<file path="config.mk">
export PLATFORM = sky130hd
export DESIGN_NAME = control_unit
export DESIGN_NICKNAME = d
export VERILOG_FILES = /design/src/rtl/cpu_pkg.sv /design/src/rtl/control_unit.sv
export SDC_FILE = /design/constraint.sdc
export NUM_CORES = 1
export LEC_CHECK = 0
export BUFFER_PORTS_ARGS = -buffer_cell sky130_fd_sc_hd__buf_2
export CORE_ASPECT_RATIO = 0.7
export CORE_MARGIN = 8
export CORE_UTILIZATION = 40
export DETAILED_ROUTE_END_ITERATION = 12
export PLACE_DENSITY = 0.79
export SLEW_MARGIN = 20
export SYNTH_ARGS = -nofsm -noshare
export SYNTH_HDL_FRONTEND = slang
export SYNTH_SLANG_ARGS = --single-unit
</file>
<file path="constraint.sdc">
create_clock -name Clock -period 2.38 [get_ports Clock]
set_clock_uncertainty 0.2 [all_clocks]
set_input_delay 0 -clock Clock [delete_from_list [all_inputs] [get_ports Clock]]
set_output_delay 0 -clock Clock [all_outputs]
set_load 0.05 [all_outputs]
</file>
<file path="src/rtl/cpu_pkg.sv">
// Shared CPU definitions: opcodes used by both the control unit and the datapath ALU,
// control-unit state encoding and the datapath strobe bundle.
package cpu_pkg;

  localparam int unsigned OPCODE_W = 5;

  typedef logic [OPCODE_W-1:0] opcode_t;

  // ALU set occupies 00000-01010; MUL/DIV and HALT are decoded separately.
  localparam opcode_t OP_ADD  = 5'b00000;
  localparam opcode_t OP_SUB  = 5'b00001;
  localparam opcode_t OP_SHR  = 5'b00010;
  localparam opcode_t OP_SHRA = 5'b00011;
  localparam opcode_t OP_SHL  = 5'b00100;
  localparam opcode_t OP_AND  = 5'b00101;
  localparam opcode_t OP_OR   = 5'b00110;
  localparam opcode_t OP_ROR  = 5'b00111;
  localparam opcode_t OP_ROL  = 5'b01000;
  localparam opcode_t OP_NEG  = 5'b01001;
  localparam opcode_t OP_NOT  = 5'b01010;
  localparam opcode_t OP_MUL  = 5'b01111;
  localparam opcode_t OP_DIV  = 5'b10000;
  localparam opcode_t OP_HALT = 5'b11100;

  typedef enum logic [3:0] {
    ST_RST  = 4'd0,
    ST_T0   = 4'd1,
    ST_T1   = 4'd2,
    ST_T2   = 4'd3,
    ST_T3   = 4'd4,
    ST_T4   = 4'd5,
    ST_T5   = 4'd6,
    ST_T6   = 4'd7,
    ST_HALT = 4'd8
  } state_e;

  typedef struct packed {
    logic pc_out;
    logic zlow_out;
    logic zhigh_out;
    logic mdr_out;
    logic mar_in;
    logic z_in;
    logic pc_in;
    logic mdr_in;
    logic ir_in;
    logic y_in;
    logic inc_pc;
    logic read;
    logic hi_in;
    logic lo_in;
    logic gra;
    logic grb;
    logic grc;
    logic r_in;
    logic r_out;
    logic ba_out;
  } ctrl_t;

  function automatic logic is_alu_op(input opcode_t op);
    return (op <= OP_NOT);
  endfunction

  function automatic logic is_muldiv_op(input opcode_t op);
    return (op == OP_MUL) || (op == OP_DIV);
  endfunction

endpackage

</file>
<file path="src/rtl/control_unit.sv">
// Hardwired Moore control unit: fetch (T0-T2), execute (T3-T6) and HALT,
// plus a wrapping count of fetched instructions.
module control_unit
  import cpu_pkg::*;
(
  input  logic        Clock,
  input  logic        Reset_n,
  input  logic [31:0] IR,
  input  logic        Stop,
  output logic        PCout,
  output logic        Zlowout,
  output logic        ZHighout,
  output logic        MDRout,
  output logic        MARin,
  output logic        Zin,
  output logic        PCin,
  output logic        MDRin,
  output logic        IRin,
  output logic        Yin,
  output logic        IncPC,
  output logic        Read,
  output logic        HIin,
  output logic        LOin,
  output logic        GRA,
  output logic        GRB,
  output logic        GRC,
  output logic        Rin,
  output logic        Rout,
  output logic        BAout,
  output logic [4:0]  operation,
  output logic        Run,
  output logic [15:0] instr_count
);

  state_e      state_q, state_d;
  opcode_t     op_q, op_d;
  logic        muldiv_q, muldiv_d;
  logic [15:0] instr_count_q;
  opcode_t     opcode;
  logic        ir_unused;
  ctrl_t       ctrl;

  assign opcode    = IR[31:27];
  assign ir_unused = ^IR[26:0];

  always_ff @(posedge Clock or negedge Reset_n) begin
    if (!Reset_n) begin
      state_q       <= ST_RST;
      op_q          <= '0;
      muldiv_q      <= 1'b0;
      instr_count_q <= '0;
    end else begin
      state_q  <= state_d;
      op_q     <= op_d;
      muldiv_q <= muldiv_d;
      if (state_q == ST_T2) begin
        instr_count_q <= instr_count_q + 16'd1;
      end
    end
  end

  // The opcode class is captured leaving T2 so T4-T6 decode from registers only.
  always_comb begin
    state_d  = state_q;
    op_d     = op_q;
    muldiv_d = muldiv_q;
    case (state_q)
      ST_RST: state_d = ST_T0;
      ST_T0:  state_d = ST_T1;
      ST_T1:  state_d = ST_T2;
      ST_T2: begin
        if (is_alu_op(opcode) || is_muldiv_op(opcode)) begin
          state_d  = ST_T3;
          op_d     = opcode;
          muldiv_d = is_muldiv_op(opcode);
        end else if (opcode == OP_HALT) begin
          state_d = ST_HALT;
        end else begin
          state_d = Stop ? ST_HALT : ST_T0;
        end
      end
      ST_T3: state_d = ST_T4;
      ST_T4: state_d = ST_T5;
      ST_T5: begin
        if (muldiv_q) begin
          state_d = ST_T6;
        end else begin
          state_d = Stop ? ST_HALT : ST_T0;
        end
      end
      ST_T6:   state_d = Stop ? ST_HALT : ST_T0;
      ST_HALT: state_d = ST_HALT;
      default: state_d = ST_RST;
    endcase
  end

  always_comb begin
    ctrl      = '0;
    operation = '0;
    Run       = 1'b0;
    case (state_q)
      ST_T0: begin
        Run         = 1'b1;
        ctrl.pc_out = 1'b1;
        ctrl.mar_in = 1'b1;
        ctrl.inc_pc = 1'b1;
        ctrl.z_in   = 1'b1;
      end
      ST_T1: begin
        Run           = 1'b1;
        ctrl.zlow_out = 1'b1;
        ctrl.pc_in    = 1'b1;
        ctrl.read     = 1'b1;
        ctrl.mdr_in   = 1'b1;
      end
      ST_T2: begin
        Run          = 1'b1;
        ctrl.mdr_out = 1'b1;
        ctrl.ir_in   = 1'b1;
      end
      ST_T3: begin
        Run        = 1'b1;
        ctrl.grb   = 1'b1;
        ctrl.r_out = 1'b1;
        ctrl.y_in  = 1'b1;
      end
      ST_T4: begin
        Run        = 1'b1;
        ctrl.grc   = 1'b1;
        ctrl.r_out = 1'b1;
        ctrl.z_in  = 1'b1;
        operation  = op_q;
      end
      ST_T5: begin
        Run           = 1'b1;
        ctrl.zlow_out = 1'b1;
        if (muldiv_q) begin
          ctrl.lo_in = 1'b1;
        end else begin
          ctrl.gra  = 1'b1;
          ctrl.r_in = 1'b1;
        end
      end
      ST_T6: begin
        Run            = 1'b1;
        ctrl.zhigh_out = 1'b1;
        ctrl.hi_in     = 1'b1;
      end
      default: begin
        ctrl      = '0;
        operation = '0;
        Run       = 1'b0;
      end
    endcase
  end

  assign PCout       = ctrl.pc_out;
  assign Zlowout     = ctrl.zlow_out;
  assign ZHighout    = ctrl.zhigh_out;
  assign MDRout      = ctrl.mdr_out;
  assign MARin       = ctrl.mar_in;
  assign Zin         = ctrl.z_in;
  assign PCin        = ctrl.pc_in;
  assign MDRin       = ctrl.mdr_in;
  assign IRin        = ctrl.ir_in;
  assign Yin         = ctrl.y_in;
  assign IncPC       = ctrl.inc_pc;
  assign Read        = ctrl.read;
  assign HIin        = ctrl.hi_in;
  assign LOin        = ctrl.lo_in;
  assign GRA         = ctrl.gra;
  assign GRB         = ctrl.grb;
  assign GRC         = ctrl.grc;
  assign Rin         = ctrl.r_in;
  assign Rout        = ctrl.r_out;
  assign BAout       = ctrl.ba_out;
  assign instr_count = instr_count_q;

endmodule
</file>
# Word level (Yosys, flattened, before mapping)
# Cells that the tools add are included.
dict set report totals {
  input_bits 35
  output_inout_bits 42
  ff_bits 26
}
dict set report classes {
  order_cmp 1
  n_reduce_logical 8
  addsub 1
  muxes 21
  n_eq_ne 11
}
# op n
set op_table {}
lappend op_table {{$pmux 4 s9} 1}
lappend op_table {{$add 16x1->16 const B} 1}
lappend op_table {{$eq 4x3->1 const B} 4}
lappend op_table {{$mux 4} 4}
lappend op_table {{$mux 1} 13}
lappend op_table {{$eq 5x5->1 const B} 2}
lappend op_table {{$eq 4x2->1 const B} 2}
lappend op_table {{$reduce_or 7->1} 1}
lappend op_table {{$reduce_or 2->1} 3}
lappend op_table {{$eq 5x4->1 const B} 1}
lappend op_table {{$le 5x4->1 const B} 1}
lappend op_table {{$mux 5} 1}
lappend op_table {{$eq 4x1->1 const B} 1}
lappend op_table {{$eq 4x4->1 const B} 1}
lappend op_table {{$logic_not 4->1} 1}
lappend op_table {{$mux 2} 2}
lappend op_table {{$logic_or 1x1->1} 2}
lappend op_table {{$reduce_and 2->1} 1}

# Logic depth before layout (Yosys ltp)
# Gate-level depths: netlist of run 1.
dict set report depth {
  ltp_word 5
  ltp_mapped 8
  depth_no_buf 5
}

# Least setup slack after synthesis of run 1
# No wires, ideal clock.
dict set report synth_path {
  path_kind {register to output}
  startpoint {reg state_q[1]}
  endpoint {out operation[0]}
  setup_slack_ns -0.198
  t_required_ns 2.180
  t_arrival_ns 2.378
  path_stages_with_launch 4
  cell_sequence {dfrtp_1 clkbuf_1 nor3_1 and2_1}
}
dict set report synth_via {
  elab_chain_cells 2
}
# item line
set synth_lines {}
lappend synth_lines {{start: declaration} control_unit.sv:35} ;# state_e state_q, state_d;
lappend synth_lines {{start signal: assignment} control_unit.sv:53} ;# state_q <= state_d;
lappend synth_lines {{$eq 4x3->1} control_unit.sv:101} ;# case (state_q)
lappend synth_lines {{$mux 5} control_unit.sv:101}
lappend synth_lines {{end: declaration} control_unit.sv:30} ;# output logic [4:0] operation,
# No other way between the ends.

# Worst setup path after layout of run 1
dict set report layout_path {
  startpoint {reg state_q[0]}
  endpoint {out IncPC}
}
dict set report layout_via {
  elab_chain_cells 2
}
# item line
set layout_lines {}
lappend layout_lines {{$eq 4x1->1} control_unit.sv:101}
lappend layout_lines {{$mux 1} control_unit.sv:101}
lappend layout_lines {{end: declaration} control_unit.sv:20} ;# output logic IncPC,
# No other way between the ends.

==> impl_metrics.tcl, run 1 <==
set metrics [dict create \
    outcome "complete, no violations" \
    fmax_mhz 520.8 \
    synth.distinct_cells 36 \
    path_max_fanout 6 \
    multi_input_area_um2 655.6 \
    cts_root_buffer "clkbuf_8" \
    power.density_nw_per_um2 1344 \
    gp_congestion 0.8483 \
    ys_seq_area_frac 0.4514 \
    synth-seq-cells 26 \
    hold_path.class "in2async" \
    layout_commonest_cell "buf_2" \
    synth_nets 181 \
    dieHeight_um 66.23 \
    critPathRequiredTime_ns 2.18 \
    finalCritPeriodShare 0.8068 \
    wl_per_cell_um 13.25 \
    grt_pass1_wl_um 5402 \
    fillers 332 \
    critPathLaunch "state_q[0]$_DFF_PN0_" \
    io_pins 77 \
    cellLeakagePower_uw 0.0009509 \
    htree_levels 1 \
    first_global_vias 1073 \
    crit_type "reg2out" \
    crit-reg2reg-launch "state_q[3]$_DFF_PN0_" \
    drtIter0Drc 90 \
    antenna_found_initial 0 \
    rsz0062_at_grt "no" \
    coreArea_um2 3491 \
    top_usage_layer "met2" \
    track_usage 0.1190 \
    path_clk_slew_ns 0.09 \
    slew_headroom 0.6185 \
    drcViolationCount 0 \
    cp-endpoint "IncPC" \
    numPortBuffers 48 \
    fin_nets 230 \
    reg2reg_slack_ns 0.55 \
    clkLatencyLatePin_ns 0.27 \
    finalHoldViolCount 0 \
    ys_warn_count 0 \
    start_util 0.4129 \
    antennaDiodeCount 0 \
    area_delta_synth_final_pct 25.87 \
    grt.met1_usage 0.1690 \
    use_met2 0.1740 \
    fp-row-count 18 \
    die_w_um 87.75 \
    ant_nets 0 \
    min_period_ns 1.920 \
    critPathLaunchType "flip-flop" \
    cts_tree "built" \
    dpl.hpwl_um 2427 \
    maxSlewViolCount 0 \
    overflow 0 \
    most-common-layout-cells "48 x buf_2, 26 x dfrtp_1, 16 x xnor2_1" \
    grtUsageMet3 0.03598 \
    worstRegToRegCells 6 \
    clock_path_buffers 2 \
    dr.pass1.iters 4 \
    setup_viol 0 \
    finalPower_uw 2438 \
    numCtsBuffers 3 \
    ir_worst_vdd_mv 0.7796 \
    cap_violations 0 \
    avgSynthCellArea_um2 9.941 \
    drive_above_1_share 0.3316 \
    worst_setup_path_end_kind "output pin" \
    tightest_slew_ns 0.5723 \
    seqCellArea_um2 650.6 \
    die_area_um2 5811 \
    syn_inst 145 \
    reg2reg_to "op_q[0]$_DFFE_PN0P_" \
    synth_area_um2 1441 \
    crit_arrival_ns 1.72 \
    viasPerCell 4.761 \
    via_count 1157 \
    routed_wl_um 3219 \
    tns_ns 0 \
    fin_util 0.5197 \
    hold_slack_ns 0.05546 \
    cts_sinks 26 \
    grt_max_degree 27 \
]
[what timing repair did]
item,in CTS,in global routing
gates resized for setup,0,0
hold buffers,8,0
setup buffers,0,0
hold endpoints to repair,34,0
endpoints found under the setup margin,0,0
[cell families after synthesis]
group	share of synthesized area
AND/OR/NAND/NOR	0.2144
flip-flops	0.4514
buffers and inverters	0.09722
AO/OA/AOI/OAI	0.08682
XOR/XNOR	0.09722
multiplexers	0.04167
adder cells (fa/ha/maj)	0.008679
other	0.002602
[synthesized netlist by cell type]
master,n,share of area
a21o_1,1,0.0052
a41oi_1,1,0.0061
clkbuf_1,3,0.0078
mux2_4,4,0.042
nand2_1,15,0.039
o311ai_0,1,0.0061
buf_6,2,0.016
a211oi_1,1,0.0052
and2_1,7,0.030
or2_2,1,0.0043
or3_1,1,0.0043
nor2_4,1,0.0078
o22ai_1,1,0.0043
o211a_1,1,0.0069
nand3_1,8,0.028
xnor2_1,16,0.097
a211oi_4,1,0.014
buf_4,10,0.052
a22o_1,1,0.0061
dfrtp_1,26,0.45
conb_1,1,0.0026
a21boi_0,1,0.0052
o21ai_0,3,0.010
and4_1,2,0.012
nor2_1,9,0.023
a31oi_1,1,0.0043
nor3_1,4,0.014
ha_1,1,0.0087
nand4bb_1,1,0.0078
nor2b_1,1,0.0043
inv_1,6,0.016
a21oi_1,2,0.0069
and3_1,4,0.017
o32ai_1,1,0.0061
inv_6,1,0.0061
nand4_1,5,0.022
[where the power goes]
part	switching [uW]	internal, uW
registers	114	565
clock network	136	225
logic	1030	370
[how the worst min path moves through the flow]
stage | from | end | cells past startpoint
detailed placement | Reset_n | state_q[1]$_DFF_PN0_ | 1
global route | Reset_n | muldiv_q$_DFFE_PN0P_ | 2
floorplan | Reset_n | instr_count[0]$_DFFE_PN0P_ | 0
global placement | Reset_n | state_q[1]$_DFF_PN0_ | 1
finish | Reset_n | state_q[1]$_DFF_PN0_ | 2
CTS | Reset_n | state_q[3]$_DFF_PN0_ | 2
[metal layers]
layer / vias up / wire, um / share of wire
met4: 0 / 12 / 0.0037
met3: 2 / 266 / 0.083
met2: 47 / 1400 / 0.43
met1: 527 / 1538 / 0.48
met5: - / 0 / 0
li1: 581 / - / -
[registers in the layout, summed over array words and instances, names as in the netlist]
signal and flops:
muldiv_q 1, op_q 5, instr_count 16, state_q 4
[per-stage QoR]
step / instances / area, um2 / worst slack, ns
floorplan: 145 / 1446 / 0.09974
global placement: 231 / 1663 / 0.5694
detailed placement: 231 / 1663 / 0.5572
CTS: 243 / 1814 / 0.4615
global route: 243 / 1814 / 0.3537
finish: 243 / 1814 / 0.4597
[area by class of cell]
class                           count  area share
Clock inverter                      1     0.01655
Timing Repair Buffer               59      0.1890
Tap cell                           50     0.03448
Inverter                            7     0.01724
Clock buffer                        3     0.02276
Multi-Input combinational cell     97      0.3614
Sequential cell                    26      0.3586
[critical path, cell delays in order, from the launching register on]
cell and delay (ns):
dfrtp_1 0.45, inv_1 0.12, or3_1 0.41, nor2_1 0.17
buf_2 0.30
(Power assumes the default switching activity.)
==> inputs of run 2 (changes only) <==
- PLACE_DENSITY: 0.79 -> 0.81
- clock period: 2.38 -> 1.55 ns (I/O delays scaled with it)
==> impl_metrics.tcl, run 2 (synthesis gave the netlist of run 1 again) <==
set metrics [dict create \
    grtUsageMet3 0.03350 \
    reg2reg_slack_ns -0.20 \
    antennaDiodeCount 0 \
    grt_pass1_wl_um 8052 \
    gp_congestion 0.8509 \
    top_usage_layer "met2" \
    coreArea_um2 3491 \
    die_area_um2 5811 \
    use_met2 0.3181 \
    grt_max_degree 27 \
    tns_ns -5.016 \
    cp.buffers_inverters 2 \
    io_pins 77 \
    slew_headroom 0.6250 \
    layout_commonest_cell "buf_6" \
    via_count 1421 \
    cts_sinks 26 \
    overflow 0 \
    outcome "finished with violations" \
    crit_arrival_ns 1.59 \
    drtIter0Drc 130 \
    ir_worst_vdd_mv 1.332 \
    hold_slack_ns 0.03828 \
    power.density_nw_per_um2 2065 \
    min_period_ns 1.795 \
    cpMaxStageDelayCell "dfrtp_1" \
    drcViolationCount 0 \
    crit_type "reg2out" \
    clkLatencyLatePin_ns 0.28 \
    hold_path.class "in2async" \
    crit_family "simple AND/OR/NAND/NOR gates" \
    finalHoldViolCount 0 \
    most-common-layout-cells "25 x buf_6, 23 x buf_2, 21 x dfrtp_1" \
    start_util 0.4129 \
    pre_cts_slack_ns -0.1804 \
    violations "setup timing" \
    dpl.hpwl_um 2819 \
    track_usage 0.1809 \
    fp-row-count 18 \
    cts_root_buffer "clkbuf_8" \
    first_global_vias 1432 \
    drive_above_1_share 0.6121 \
    numCtsBuffers 3 \
    fmax_mhz 557.2 \
    fin_util 0.7100 \
    tightest_slew_ns 0.5625 \
    fillers 208 \
    cellLeakagePower_uw 0.001197 \
    cap_violations 0 \
    dieHeight_um 66.23 \
    cp_cell_sequence "buf_6 > or3_4 > nor2_4 > buf_6" \
    largest_register_ff_count 16 \
    finalCritPeriodShare 1.158 \
    dr.pass1.iters 4 \
    setup_slack_ns -0.2446 \
    path_max_fanout 5 \
    final_area_um2 2479 \
    cpMostUsedCell "buf_6" \
    die_w_um 87.75 \
    clock_path_buffers 2 \
    maxSlewViolCount 0 \
    area_delta_synth_final_pct 71.96 \
    routed_wl_um 5621 \
    antenna_found_initial 0 \
    ant_nets 0 \
    worst_setup_path_end_kind "output pin" \
    grt.met1_usage 0.2081 \
    critPathLaunchType "flip-flop" \
    cts_tree "built" \
    viasPerCell 5.383 \
    dpl_cell_area_um2 1819 \
    htree_levels 1 \
    fin_nets 251 \
    wl_per_cell_um 21.29 \
    slowest_delay_ns 0.41 \
    numPortBuffers 48 \
    rsz0062_at_grt "yes" \
    critPathRequiredTime_ns 1.35 \
    setup_viol 40 \
    path_clk_slew_ns 0.09 \
]
[run 2: cell count changes in the layout (fill, tap and decap cells not counted), moves of 5 or more]
cell and delta:
nand3_1 -6, nor2_1 -7, buf_2 -25, nand2_1 -6, and2_1 -7, nor2_4 +6, buf_8 +14, buf_4 +6
dfrtp_1 -5, dfrtp_2 +5, buf_6 +25, and2_4 +6
[run 2: layout make-up]
cell class,count,area [um2],share of cell area
timing repair buffer,80,774.5,0.3125
clock buffer,4,55.05,0.02221
sequential,26,656.9,0.2650
multi-input combinational,97,887.1,0.3579
tap,50,62.56,0.02524
inverter,7,42.54,0.01716
[run 2: metrics by stage]
step                total power, uW  cells
floorplan                      3077    145
global placement               3502    243
detailed placement             3544    243
CTS                            4658    262
global route                   5301    264
finish                         5118    264
[run 2: worst reg2reg max path: cells and delay by family (launching register included)]
family / cells / cell delay [ns]
AOI/OAI and AO/OA: 1 / 0.15
buffers and inverters: 2 / 0.21
DFF: 1 / 0.41
muxes: 1 / 0.34
and+or+nand+nor: 2 / 0.35
[run 2: timing repair]
item	CTS	global route
buffers inserted	7	5
setup endpoints to repair	41	45
pin swaps	17	26
hold buffers	8	0
gates resized for setup	85	38
endpoints found under the hold margin	34	0
[run 2: final timing paths]
kind                                             start                          end  cells past startpoint
min in group Clock                              IR[31]         muldiv_q$_DFFE_PN0P_                      4
hold / removal                                 Reset_n         state_q[2]$_DFF_PN0_                      2
setup / recovery                  state_q[1]$_DFF_PN0_                        PCout                      4
hold reg to reg            instr_count[15]$_DFFE_PN0P_  instr_count[15]$_DFFE_PN0P_                      1
setup reg to reg                  state_q[1]$_DFF_PN0_          op_q[0]$_DFFE_PN0P_                      6
max in group asynchronous                      Reset_n   instr_count[6]$_DFFE_PN0P_                      2
[run 2: power by group]
| group | internal [uW] | switching, uW |
|---|---|---|
| Clock | 228 | 220 |
| Sequential | 874 | 168 |
| Combinational | 1430 | 2200 |
| Total | 2530 | 2580 |
[run 2: per-layer routing]
metal / vias to the layer above / share of wire
li1: 626 / -
met1: 705 / 0.40
met2: 63 / 0.51
met3: 27 / 0.050
met4: 0 / 0.041
met5: - / 0
